==> config.mk <==
export PLATFORM = sky130hd
export DESIGN_NAME = backward_maccum
export DESIGN_NICKNAME = d
export VERILOG_FILES = /design/src/rtl/backward_maccum.sv
export SDC_FILE = /design/constraint.sdc
export NUM_CORES = 1
export LEC_CHECK = 0
export ABC_CLOCK_PERIOD_IN_PS = 11900
export CORE_MARGIN = 4
export CORE_UTILIZATION = 60
export CTS_CLUSTER_DIAMETER = 60
export DETAILED_ROUTE_END_ITERATION = 16
export HOLD_SLACK_MARGIN = 0.15
export PLACE_DENSITY = 0.95
export SLEW_MARGIN = 20
export SYNTH_ARGS = -nofsm -noshare
export SYNTH_HDL_FRONTEND = slang
export SYNTH_SLANG_ARGS = --single-unit
==> constraint.sdc <==
create_clock -name iCLK -period 11.9 [get_ports iCLK]
set_input_delay 1.785 -clock iCLK [delete_from_list [all_inputs] [get_ports iCLK]]
set_output_delay 1.785 -clock iCLK [all_outputs]
set_load 0.01 [all_outputs]
==> src/rtl/backward_maccum.sv <==
// backward_maccum: backward-pass multiply-accumulate, dp[p] = sum_c w[p][c]*d[c].
// Weight matrix and delta vector are joined from two independent valid/ready
// channels. NP parallel multipliers process one delta column per cycle.
// The result is held on a valid/ready output until it is accepted.
module backward_maccum #(
    parameter int unsigned NP    = 3,
    parameter int unsigned NC    = 2,
    parameter int unsigned WV    = 8,
    parameter int unsigned WF    = 0,
    parameter string       BURST = "yes",
    localparam int unsigned WO   = $clog2(NC) + WV
) (
    input  logic                  iCLK,
    input  logic                  iRST,
    input  logic                  iValid_AM_Weight,
    output logic                  oReady_AM_Weight,
    input  logic [NP*NC*WV-1:0]   iData_AM_Weight,
    input  logic                  iValid_AM_Delta,
    output logic                  oReady_AM_Delta,
    input  logic [NC*WV-1:0]      iData_AM_Delta,
    output logic                  oValid_BM_Delta,
    input  logic                  iReady_BM_Delta,
    output logic [NP*WO-1:0]      oData_BM_Delta
);

    localparam int unsigned CW      = (NC > 1) ? $clog2(NC) : 1;
    localparam bit          BurstEn = (BURST == "yes");

    typedef enum logic [1:0] {
        IDLE  = 2'd0,
        ACCUM = 2'd1,
        DONE  = 2'd2
    } stateT;

    stateT                 state;
    stateT                 stateNext;
    logic                  fullW;
    logic                  fullD;
    logic                  fullWNext;
    logic                  fullDNext;
    logic                  readyWNext;
    logic                  readyDNext;
    logic                  capW;
    logic                  capD;
    logic                  enterAccum;
    logic                  lastCol;
    logic                  outFire;
    logic [CW-1:0]         count;
    logic [NP*NC*WV-1:0]   weightQ;
    logic [NC*WV-1:0]      deltaQ;
    logic [WO-1:0]         acc      [NP];
    logic [WO-1:0]         accSum   [NP];
    logic signed [WV-1:0]  wSel     [NP];
    logic signed [WV-1:0]  dSel;
    logic signed [2*WV-1:0] prodFull [NP];
    logic signed [2*WV-1:0] prodShift[NP];
    logic signed [WV-1:0]  prodTrunc[NP];

    assign capW = iValid_AM_Weight && oReady_AM_Weight;
    assign capD = iValid_AM_Delta  && oReady_AM_Delta;

    // State register, operand flags and registered readies
    always_ff @(posedge iCLK or posedge iRST) begin
        if (iRST) begin
            state            <= IDLE;
            fullW            <= 1'b0;
            fullD            <= 1'b0;
            oReady_AM_Weight <= 1'b1;
            oReady_AM_Delta  <= 1'b1;
        end else begin
            state            <= stateNext;
            fullW            <= fullWNext;
            fullD            <= fullDNext;
            oReady_AM_Weight <= readyWNext;
            oReady_AM_Delta  <= readyDNext;
        end
    end

    // Next-state, flag update and ready look-ahead
    always_comb begin
        stateNext  = state;
        fullWNext  = fullW;
        fullDNext  = fullD;
        enterAccum = 1'b0;
        lastCol    = 1'b0;
        outFire    = 1'b0;
        if (capW) fullWNext = 1'b1;
        if (capD) fullDNext = 1'b1;
        case (state)
            IDLE: begin
                if (fullW && fullD) begin
                    stateNext  = ACCUM;
                    enterAccum = 1'b1;
                end
            end
            ACCUM: begin
                if (count == CW'(NC - 1)) begin
                    lastCol   = 1'b1;
                    fullWNext = 1'b0;
                    fullDNext = 1'b0;
                    stateNext = DONE;
                end
            end
            DONE: begin
                if (oValid_BM_Delta && iReady_BM_Delta) begin
                    outFire = 1'b1;
                    // Operands captured while waiting start the next pass directly
                    if (BurstEn && fullW && fullD) begin
                        stateNext  = ACCUM;
                        enterAccum = 1'b1;
                    end else begin
                        stateNext = IDLE;
                    end
                end
            end
            default: stateNext = IDLE;
        endcase
        readyWNext = !fullWNext && ((stateNext == IDLE) || (BurstEn && (stateNext == DONE)));
        readyDNext = !fullDNext && ((stateNext == IDLE) || (BurstEn && (stateNext == DONE)));
    end

    // Operand capture registers
    always_ff @(posedge iCLK or posedge iRST) begin
        if (iRST) begin
            weightQ <= '0;
            deltaQ  <= '0;
        end else begin
            if (capW) weightQ <= iData_AM_Weight;
            if (capD) deltaQ  <= iData_AM_Delta;
        end
    end

    // Column select, wrapped product and accumulator sum for the current column
    always_comb begin
        dSel = deltaQ[int'(count)*WV +: WV];
        for (int p = 0; p < NP; p++) begin
            wSel[p]      = weightQ[(p*NC + int'(count))*WV +: WV];
            prodFull[p]  = wSel[p] * dSel;
            prodShift[p] = prodFull[p] >>> WF;
            prodTrunc[p] = prodShift[p][WV-1:0];
            accSum[p]    = acc[p] + WO'(prodTrunc[p]);
        end
    end

    // Column counter and accumulators, cleared on ACCUM entry
    always_ff @(posedge iCLK or posedge iRST) begin
        if (iRST) begin
            count <= '0;
            for (int p = 0; p < NP; p++) acc[p] <= '0;
        end else if (enterAccum) begin
            count <= '0;
            for (int p = 0; p < NP; p++) acc[p] <= '0;
        end else if (state == ACCUM) begin
            count <= count + CW'(1);
            for (int p = 0; p < NP; p++) acc[p] <= accSum[p];
        end
    end

    // Result register and output valid; data only changes on the final column
    always_ff @(posedge iCLK or posedge iRST) begin
        if (iRST) begin
            oValid_BM_Delta <= 1'b0;
            oData_BM_Delta  <= '0;
        end else if (lastCol) begin
            oValid_BM_Delta <= 1'b1;
            for (int p = 0; p < NP; p++) oData_BM_Delta[p*WO +: WO] <= accSum[p];
        end else if (outFire) begin
            oValid_BM_Delta <= 1'b0;
        end
    end

endmodule

**Yosys cells after proc, flatten, opt, wreduce, memory -nomap -nowiden**

Cells that the tools add are included.

- Logic and storage cells: 66
- Flip-flop bits (word level): 126
- Output and inout bits: 30

- $mul: 3
- Eq/ne operators: 3
- Reduce and logical (&&, ||, !) cells: 13
- Mux-type cells: 24
- Add/sub/neg operators: 6
- Shift-type cells: 4

Operator list:

| kind | number |
|---|---|
| $mux 27 | 2 |
| $shiftx 48x5->8 | 1 |
| $shiftx 48x7->8 | 1 |
| $shiftx 48x8->8 | 1 |
| $add 9x9->9 | 3 |
| $mul 8x8->8 | 3 |
| $mux 1 | 17 |
| $shiftx 16x5->8 | 1 |
| $logic_and 1x1->1 | 6 |
| $mux 2 | 3 |
| $pmux 2 s3 | 1 |
| $add 3x1->4 const A | 1 |
| $eq 2x2->1 const B | 2 |
| $logic_not 2->1 | 2 |
| $reduce_bool 2->1 | 2 |
| $add 2x1->3 const A | 1 |
| $eq 2x1->1 const B | 1 |
| $logic_not 1->1 | 2 |
| $pmux 1 s2 | 1 |
| $add 1x1->1 const B | 1 |
| $logic_or 1x1->1 | 1 |

**Depth between registers and ports, before layout**

Gate-level depths: netlist of the first run.

- Depth after elaboration: 7
- Mapped depth: 28
- Depth with buffers taken out: 23

**Worst setup path after synthesis of the first run**

OpenSTA, ideal clock, no wires.

- Path type: register to register
- From: register count
- To: register oData_BM_Delta[26]
- Slack: 5.505 ns
- Stages on the path, launching flop included: 27
- Data required time: 11.770 ns
- Arrival time: 6.265 ns
- Cells stage by stage: dfrtp_1 > buf_6 > buf_4 > buf_2 > buf_2 > mux2i_1 > clkbuf_1 > nor2_1 > ha_1 > inv_1 > fa_1 > inv_1 > ha_1 > inv_1 > fa_1 > inv_1 > ha_1 > a21o_1 > a21oi_1 > xnor3_1 > xnor3_1 > xor2_1 > ha_1 > o41ai_1 > xnor3_1 > xnor2_1 > o21ai_1

- Cells in the longest elaborated chain, start to end: 4

Ends and longest elaborated chain:

| item | RTL line | RTL |
|---|---|---|
| start, declared | 48 | `logic [CW-1:0] count;` |
| start signal, assigned | 154 | `count <= count + CW'(1);` |
| $add 3x1->4 | 137 | `wSel[p] = weightQ[(p*NC + int'(count))*WV +: WV];` |
| $shiftx 48x8->8 | 137 |  |
| $mul 8x8->8 | 138 | `prodFull[p] = wSel[p] * dSel;` |
| $add 9x9->9 | 141 | `accSum[p] = acc[p] + WO'(prodTrunc[p]);` |
| end signal, assigned | 163 | `oData_BM_Delta <= '0;` |
| end, declared | 23 | `output logic [NP*WO-1:0] oData_BM_Delta` |

Parallel ways exist; a longest one is shown, timed or not.
A chain may end at the register's enable or synchronous reset.

**Worst setup path in the final report of the first run**

- From: register count
- To: register acc[17] (netlist bit)

- Cells in the longest elaborated chain, start to end: 6

Ends and longest elaborated chain:

| item | RTL line | RTL |
|---|---|---|
| $add 2x1->3 | 137 |  |
| $shiftx 48x7->8 | 137 |  |
| $mul 8x8->8 (*) | 138 |  |
| $add 9x9->9 (*) | 141 |  |
| $mux 27 (*) | 153 | `end else if (state == ACCUM) begin` |
| $mux 27 (*) | 150 | `end else if (enterAccum) begin` |
| end, declared | 51 | `logic [WO-1:0] acc [NP];` |

Mark *: on every way between the ends. The rest lies on a longest branch, timed or not. The select of a mux whose other input is x is not followed.

==> results of run 1 <==
==> cell type report <==
cell class | instances | area, µm² | area share (%)
clock buffers | 20 | 467 | 4.36
clock inverters | 10 | 91.3 | 0.853
inverters | 101 | 382 | 3.56
multi-input cells | 629 | 5350 | 50.0
flip-flops and latches | 126 | 3160 | 29.5
well taps | 184 | 230 | 2.15
repair buffers | 104 | 1030 | 9.58
==> metrics by stage <==
step	utilization, %	instances
CTS	73.0	1174
global placement	69.2	1144
floorplan	-	887
global route	73.1	1174
finish	73.1	1174
detailed placement	69.2	1144
==> flip-flops by register name, summed over array words and instances (netlist names), 2 cells and up <==
signal,count
state,2
oData_BM_Delta,27
weightQ,48
deltaQ,16
acc,27
==> cells in the mapped netlist, types with 19 or more instances <==
| master | count |
|---|---|
| ha_1 | 81 |
| dfrtp_1 | 124 |
| clkbuf_1 | 23 |
| a21oi_1 | 22 |
| xor2_1 | 22 |
| xnor2_1 | 28 |
| inv_1 | 101 |
| nor2_1 | 109 |
| fa_1 | 39 |
| o21ai_0 | 55 |
| nand3_1 | 42 |
| mux2_2 | 70 |
| nand2_1 | 58 |
| mux2i_1 | 19 |
==> worst reg2reg max path, cell delays in order (launching register included) <==
cell	delay, ns
dfrtp_2	0.34
buf_4	0.75
mux2i_2	0.81
nor2_1	0.16
fa_1	0.50
ha_1	0.29
inv_1	0.05
fa_1	0.50
fa_1	0.55
inv_1	0.04
ha_1	0.31
a21oi_1	0.14
xnor3_1	0.39
xnor3_1	0.42
xnor2_1	0.16
ha_1	0.22
o41ai_1	0.54
xnor3_1	0.35
or3_1	0.32
nand3_1	0.09
==> worst paths after layout <==
path | startpoint | end | slack [ns] | depth (start not counted)
max in group asynchronous | iRST | weightQ[16] | 8.73 | 3
setup reg to reg | count | acc[17] | 4.89 | 19
min in group asynchronous | iRST | oData_BM_Delta[1] | 1.79 | 2
hold reg to reg | oData_BM_Delta[12] | oData_BM_Delta[12] | 0.48 | 2
setup / recovery | count | acc[17] | 4.89 | 19
hold / removal | oData_BM_Delta[12] | oData_BM_Delta[12] | 0.48 | 2
==> per-layer routing <==
layer / global-route usage [%] / wire [µm]
met2: 46.5 / 11500
met3: 7.07 / 1420
met1: 30.4 / 8010
met4: 16.0 / 1170
met5: 0 / 0
==> cells by family after synthesis <==
| logic type | after synthesis | synth area share, % |
|---|---|---|
| compound gates | 111 | 7.12 |
| xor+xnor | 63 | 7.82 |
| fa+ha+maj | 120 | 19.9 |
| buf+inv | 132 | 6.00 |
| flops | 126 | 35.0 |
| mux | 99 | 13.0 |
| simple gates | 236 | 11.2 |
==> flow_summary.yaml, run 1 <==
logic_synthesis:
  syn_nets: 1076
  yosys_most_used_dff: "dfrtp_1"
  yosys.area.top_type: "dfrtp_1"
  synth_top_area_share_pct: 34.4
  yosys.cell_types.count: 39
  ys_seq_area_share_pct: 35.0
  yosysWarnings: 0
  syn_inst: 887
  synth_area_um2: 9030
  syn_area_per_cell_um2: 10.2
  async_reset_ff_share_pct: 100
  ys_top_cells_by_area: "dfrtp_1, ha_1, mux2_2, fa_1, nor2_1"
  synth-edff-count: 0
  ys_ff_latch: 126
clock_network:
  hold_buffers: 0
  cts_post_setup_buffers_inserted: 0
  tritoncts: "built"
  cts_sinks: 126
  root_buffer: "clkbuf_16"
  post_cts_resized: 0
  clockBufferDepth: 2
  cts_max_level: 4
  path_clk_slew_ns: 0.06
  cts-buffers-inserted: 17
  clk_latency_ns: 0.43
die:
  die_w_um: 131
  core_um2: 14600
  start_util_pct: 61.6
  ios: 99
  rows: 44
  die_h_um: 131
  die-area_um2: 17100
grt:
  grt_overflow: 0
  antenna_found_initial: 0
  grt_pass1_wl_um: 35600
  grt_max_degree: 74
  grt_pass1_vias: 7351
  track_usage_pct: 27.1
route:
  vias_per_cell: 5.91
  wl_um: 22100
  ant_nets: 0
  vias: 6939
  wl_per_cell_um: 18.8
  drtPass1Iterations: 5
  drt-initial-drc-count: 614
  drcViolationCount: 0
worst_setup_path:
  crit_fanout: 62
  critPathKind: "flip-flop to flip-flop"
  critPathRequiredTime_ns: 12.27
  worstPathArrival_ns: 7.38
  end_kind: "flip-flop"
  cpPeakStageDelay_ns: 0.80
  cp_num_buf_inv: 3
  cp-start-kind: "flip-flop"
  crit_path_cell_trace: "buf_4, mux2i_2, nor2_1, fa_1, ha_1, inv_1, fa_1, fa_1, inv_1, ha_1, a21oi_1, xnor3_1, xnor3_1, xnor2_1, ha_1, o41ai_1, xnor3_1, or3_1, nand3_1"
  slowest_stage: "mux2i_2"
  cp_top_family: "adder cells"
sta:
  max_slew_margin_pct: 35.0
  rsz0062_at_grt: "false"
  setup_violations: 0
  hold_ws_ns: 0.475
  finalHoldViolations: 0
  finalWorstSetupSlack_ns: 4.89
  tns_ns: 0
  fmaxAchievable_ghz: 0.143
  final_max_slew_viol_count: 0
  worst_pin_slew_ns: 0.976
  period_share_pct: 58.9
  fin_crit_ns: 7.01
  skew_ns: 0.0110
min_path:
  hp-class: "flip-flop to flip-flop"
finish:
  drive_gt1_share_pct: 13.8
  final_cell_mix: "dfrtp_1, nor2_1, inv_1"
  n_fill_cell: 938
  syn_to_final_growth_pct: 18.6
  fin_nets: 1168
  antenna_cells: 0
  fin_area_um2: 10700
  layout_commonest_cell: "dfrtp_1"
placement:
  port_buffers: 98
  dpl.hpwl_um: 15700
  place.gp.congestion: 0.895
  placed_area_um2: 10100
  pre_cts_slack_ns: 4.70
job:
  drv_cap: 0
run_status:
  status: "finished, final reports clean"
Power of run 1 is left out: the tool's default activity adds up to more than one toggle a clock period on the data nets, which glitch-free logic cannot reach.
==> inputs of run 2 (changes only) <==
- ABC_CLOCK_PERIOD_IN_PS: 11900 -> 7200
- CORE_UTILIZATION: 60 -> 58
- PLACE_DENSITY: 0.95 -> 0.93
- clock period: 11.9 -> 7.2 ns (I/O delays scaled with it)
==> flow_summary.yaml, run 2 (synthesized netlist as in run 1, its figures left out) <==
run_status:
  status: "finished, final reports clean"
job:
  drv_cap: 0
grt:
  grt_overflow: 0
  grt_pass1_wl_um: 35100
  track_usage_pct: 25.2
  grtUsageMet3_pct: 5.74
  use_met1_pct: 28.7
  grt_util_met2_pct: 43.9
  grt_max_degree: 66
  grt_pass1_vias: 7231
  antenna_found_initial: 0
  grt.busiest_layer: "met2"
sta:
  period_share_pct: 93.4
  final_max_slew_viol_count: 0
  rsz0062_at_grt: "false"
  worst_pin_slew_ns: 0.828
  fmaxAchievable_ghz: 0.149
  max_slew_margin_pct: 43.2
  setup_violations: 0
  skew_ns: 0.00566
  fin_crit_ns: 6.72
  tns_ns: 0
  finalHoldViolations: 0
placement:
  port_buffers: 98
  dpl.hpwl_um: 15700
  placed_area_um2: 10200
  place.gp.congestion: 0.952
  dp.cells: 1152
finish:
  n_fill_cell: 985
  layout_commonest_cell: "dfrtp_1"
  fin_nets: 1172
  largest_reg_flops: 48
  fin_area_um2: 10700
  final_cell_mix: "dfrtp_1, nor2_1, inv_1"
  top_register: "weightQ"
  finalNonFillerCells: 1184
  syn_to_final_growth_pct: 18.9
  drive_gt1_share_pct: 14.1
  reg_top3: "weightQ: 48 flops, acc: 27 flops, oData_BM_Delta: 27 flops"
  antenna_cells: 0
worst_setup_path:
  cp_num_buf_inv: 3
  reg2reg_slack_ns: 0.48
  crit_cells: 19
  timing.rr.start: "count"
  cp-start-kind: "flip-flop"
  critPathRequiredTime_ns: 7.56
  crit_path_cell_trace: "buf_4, mux2i_2, nor2_1, fa_1, ha_1, inv_1, fa_1, fa_1, inv_1, ha_1, a21oi_1, xnor3_1, xnor3_1, xnor2_1, ha_1, o41ai_1, xnor3_1, or3_1, nand3_1"
  crit_fanout: 16
  cpPeakStageDelay_ns: 0.71
  slowest_stage: "dfrtp_2"
  worstPathArrival_ns: 7.09
  end_kind: "flip-flop"
  reg2regPathDepth: 19
  critPathKind: "flip-flop to flip-flop"
  cp_top_family: "adder cells"
  rr_endpoint: "acc[17]"
clock_network:
  clockBufferDepth: 2
  clk_latency_ns: 0.43
  post_cts_resized: 0
  cts_post_setup_buffers_inserted: 0
  cts-buffers-inserted: 17
  cts_max_level: 4
  root_buffer: "clkbuf_16"
  cts_sinks: 126
  path_clk_slew_ns: 0.06
  tritoncts: "built"
  hold_buffers: 0
min_path:
  hp-class: "flip-flop to flip-flop"
  whs_path_depth: 2
  worstHoldStart: "oData_BM_Delta[6]"
  hold_path_end: "oData_BM_Delta[6]"
die:
  core_um2: 15200
  die_h_um: 133
  die_w_um: 133
  die-area_um2: 17600
  start_util_pct: 59.4
  ios: 99
  rows: 45
route:
  drcViolationCount: 0
  wl_um: 21700
  ant_nets: 0
  wl_per_cell_um: 18.3
  vias_per_cell: 5.80
  vias: 6872
  drt-initial-drc-count: 683
  drtPass1Iterations: 5
## run 2: cell count changes in the layout (fill, tap and decap cells not counted)
cell / previous run / this run
mux2i_1: 17 / 19
clkinvlp_4: 2 / 3
clkinv_2: 4 / 6
clkinv_4: 3 / 1
buf_4: 6 / 10
mux2i_2: 4 / 3
mux2i_4: 8 / 7
clkbuf_1: 0 / 1
## run 2: worst max-delay path by stage
stage	slack (ns)	to	from
final	0.48	acc[17]	count
after global routing	0.20	acc[17]	count
after CTS	0.51	acc[17]	count
after detailed placement	0.56	acc[17]	count
after global placement	0.83	acc[17]	count
after floorplan	0.81	oData_BM_Delta[26]	count
## run 2: routing by layer
| metal | wire length [µm] | share of wire, % |
|---|---|---|
| met1 | 7970 | 37 |
| met5 | 0 | 0 |
| met2 | 11200 | 52 |
| met3 | 1410 | 6.5 |
| met4 | 1150 | 5.3 |
## run 2: layout make-up
class | instances | area (µm²) | area share [%]
multi-input combinational | 629 | 5340 | 49.7
sequential | 126 | 3160 | 29.4
timing repair buffer | 108 | 1060 | 9.84
clock buffer | 21 | 470 | 4.39
inverter | 101 | 382 | 3.56
tap | 188 | 235 | 2.19
clock inverter | 11 | 91.3 | 0.851
## run 2: worst min-delay path, delay by kind of cell (launching register included)
family          cells  cell delay (ns)
flops               1             0.34
compound gates      1             0.06
simple gates        1             0.04
## run 2: through the flow
step,setup WS [ns],utilization [%],hold WS [ns]
after floorplan,0.805,-,0.476
after global placement,0.832,66.8,0.465
after detailed placement,0.557,66.8,0.469
after CTS,0.506,70.5,0.482
after global routing,0.199,70.6,0.513
final,0.478,70.6,0.477
Power of run 2 is left out for the same reason.
==> RTL change (flow settings as in run 2) <==
The parameter `NP` goes from 3 to 6.
--- a/src/rtl/backward_maccum.sv
+++ b/src/rtl/backward_maccum.sv
@@ -5,3 +5,3 @@
 module backward_maccum #(
-    parameter int unsigned NP    = 3,
+    parameter int unsigned NP    = 6,
     parameter int unsigned NC    = 2,
Interface: changed (resized iData_AM_Weight and oData_BM_Delta); port bits go from 99 to 174. The function was not compared with the original's and may differ.
==> RTL change against run 2 <==
  * Die area rose by 77%
  * Highest routed layer unchanged
  * Final area grew 82%
  * Sequential cell count rose by 102
  * Cell count up 86%
  * Area after synthesis rose by 83%
  * Via count is 84% higher
  * Core utilization is 0.51 points lower
  * Critical endpoint is now oData_BM_Delta[17]
  * Non-clock buffer count up 89
  * Setup slack got worse by 0.11 ns
  * Critical path depth up 6
  * Wire length is 96% higher
Power is not shown: default switching activity piles up to over one toggle a cycle in this logic, so the estimate is an artifact.
==> RTL change: results (changes against run 2) <==
[global_route] number of global-route vias before repair 13616 [+88%]
[cts] clock latency on the worst-skew pair 0.53 ns [+0.10 ns]
[place] post-placement cell area 18600 um2 [+83%]
[global_route] GRT Total Usage 0.272 [+0.0193]
[status] result of the run completed
[synth] post-synthesis cell type count 42 [+7.7%]
[synth] post-synthesis share of cell area spent on xor and xnor gates 0.0783 [+0.0000848]
[place] Port Buffer Count 173 [+77%]
[place] Post-Place Setup Slack 0.618 ns [+0.0605 ns]
[place] post-DP HPWL 31200 um [+98%]
[place] placed instance count 2155 [+87%]
[sta] worst max-slew margin expressed relative to the limit 0.391 [-0.0408]
[cts] H-tree depth 1 [-3]
[detailed_routing] detailed router's first-iteration violation count 1109 [+62%]
[synth] Post-Synth Adder-Cell Area 0.218 [+0.0189]
[worst_setup_path] Critical Path Max Stage Delay 0.82 ns [+0.11 ns]
[detailed_routing] Wirelength per Cell 19.3 um [+5.3%]
[synth] mean post-synth cell area 10.0 um2 [-1.5%]
[detailed_routing] mean number of vias per cell 5.73 [-1.2%]
[place] Placer Congestion 0.900 [-5.5%]
[cells_and_area] share of post-route cells with drive strength above 1 0.137 [-0.00397]
[worst_setup_path] CP Data Arrival Time 7.20 ns [+0.11 ns]
[synth] multiplexer area fraction after synthesis 0.114 [-0.0163]
[cells_and_area] Top Registers weightQ: 96 flops, acc: 54 flops, oData_BM_Delta: 54 flops
[sta] clock skew after layout 0.0108 ns [+0.00513 ns]
[global_route] antenna violations before repair 2 [+2]
[synth] post-synth net total 2001 [+86%]
[global_route] pin count of the biggest net entering global routing 164 [+150%]
[detailed_routing] via count 12630 [+84%]
[worst_setup_path] maximum net fanout on the critical path 36 [+20]
RTL change: path summary, 6_finish.rpt:
path	cells past startpoint	from	to	slack, ns
hold / removal	2	oData_BM_Delta[31]	oData_BM_Delta[31]	0.48
setup reg to reg	25	count	oData_BM_Delta[17]	0.36
min in group asynchronous	3	iRST	oData_BM_Delta[29]	1.20
hold reg to reg	2	oData_BM_Delta[31]	oData_BM_Delta[31]	0.48
max in group asynchronous	4	iRST	weightQ[8]	4.60
setup / recovery	25	count	oData_BM_Delta[17]	0.36
RTL change: final cells by class:
| class | instances | area [um2] | share of cell area |
|---|---|---|---|
| Timing Repair Buffer | 197 | 1940 | 0.0990 |
| Multi-Input combinational cell | 1143 | 9720 | 0.497 |
| Antenna cell | 2 | 5.00 | 0.000256 |
| Tap cell | 378 | 473 | 0.0242 |
| Clock buffer | 33 | 748 | 0.0382 |
| Sequential cell | 228 | 5710 | 0.292 |
| Inverter | 209 | 788 | 0.0403 |
| Clock inverter | 13 | 184 | 0.00940 |
RTL change: logic make-up (layout without fill, tap and decap cells):
logic type                 Yosys count  in the layout
xor gates and xnor gates           134            134
adders and majority gates          240            240
DFF                                228            228
AOI/OAI and AO/OA                  215            215
muxes                              161            161
other                                0              2
buffers and inverters              273            452
and+or+nand+nor                    393            393
RTL change: worst register-to-register path, cell delays in order, from the launching register on:
cell,delay (ns)
sky130_fd_sc_hd__dfrtp_4,0.82
sky130_fd_sc_hd__nor2b_1,0.33
sky130_fd_sc_hd__nor2_2,0.64
sky130_fd_sc_hd__buf_4,0.33
sky130_fd_sc_hd__nor2_1,0.07
sky130_fd_sc_hd__ha_1,0.28
sky130_fd_sc_hd__inv_1,0.06
sky130_fd_sc_hd__fa_1,0.50
sky130_fd_sc_hd__inv_1,0.04
sky130_fd_sc_hd__ha_1,0.27
sky130_fd_sc_hd__inv_1,0.06
sky130_fd_sc_hd__fa_1,0.60
sky130_fd_sc_hd__inv_1,0.07
sky130_fd_sc_hd__ha_1,0.29
sky130_fd_sc_hd__a21o_1,0.18
sky130_fd_sc_hd__a21oi_1,0.18
sky130_fd_sc_hd__xnor2_1,0.17
sky130_fd_sc_hd__xnor3_1,0.46
sky130_fd_sc_hd__inv_1,0.07
sky130_fd_sc_hd__ha_1,0.25
sky130_fd_sc_hd__nor2_1,0.14
sky130_fd_sc_hd__nor2_1,0.07
sky130_fd_sc_hd__o41a_1,0.12
sky130_fd_sc_hd__xor2_1,0.35
sky130_fd_sc_hd__xor2_1,0.22
sky130_fd_sc_hd__o21ai_0,0.10
RTL change: per-layer routing:
layer  wire length (um)  up-vias  GRT usage
met5                  0        -          0
met4               1990        0      0.121
met3               2370      146     0.0377
met2              23100      501      0.503
met1              15100     6289      0.311
li1                   -     5694          -
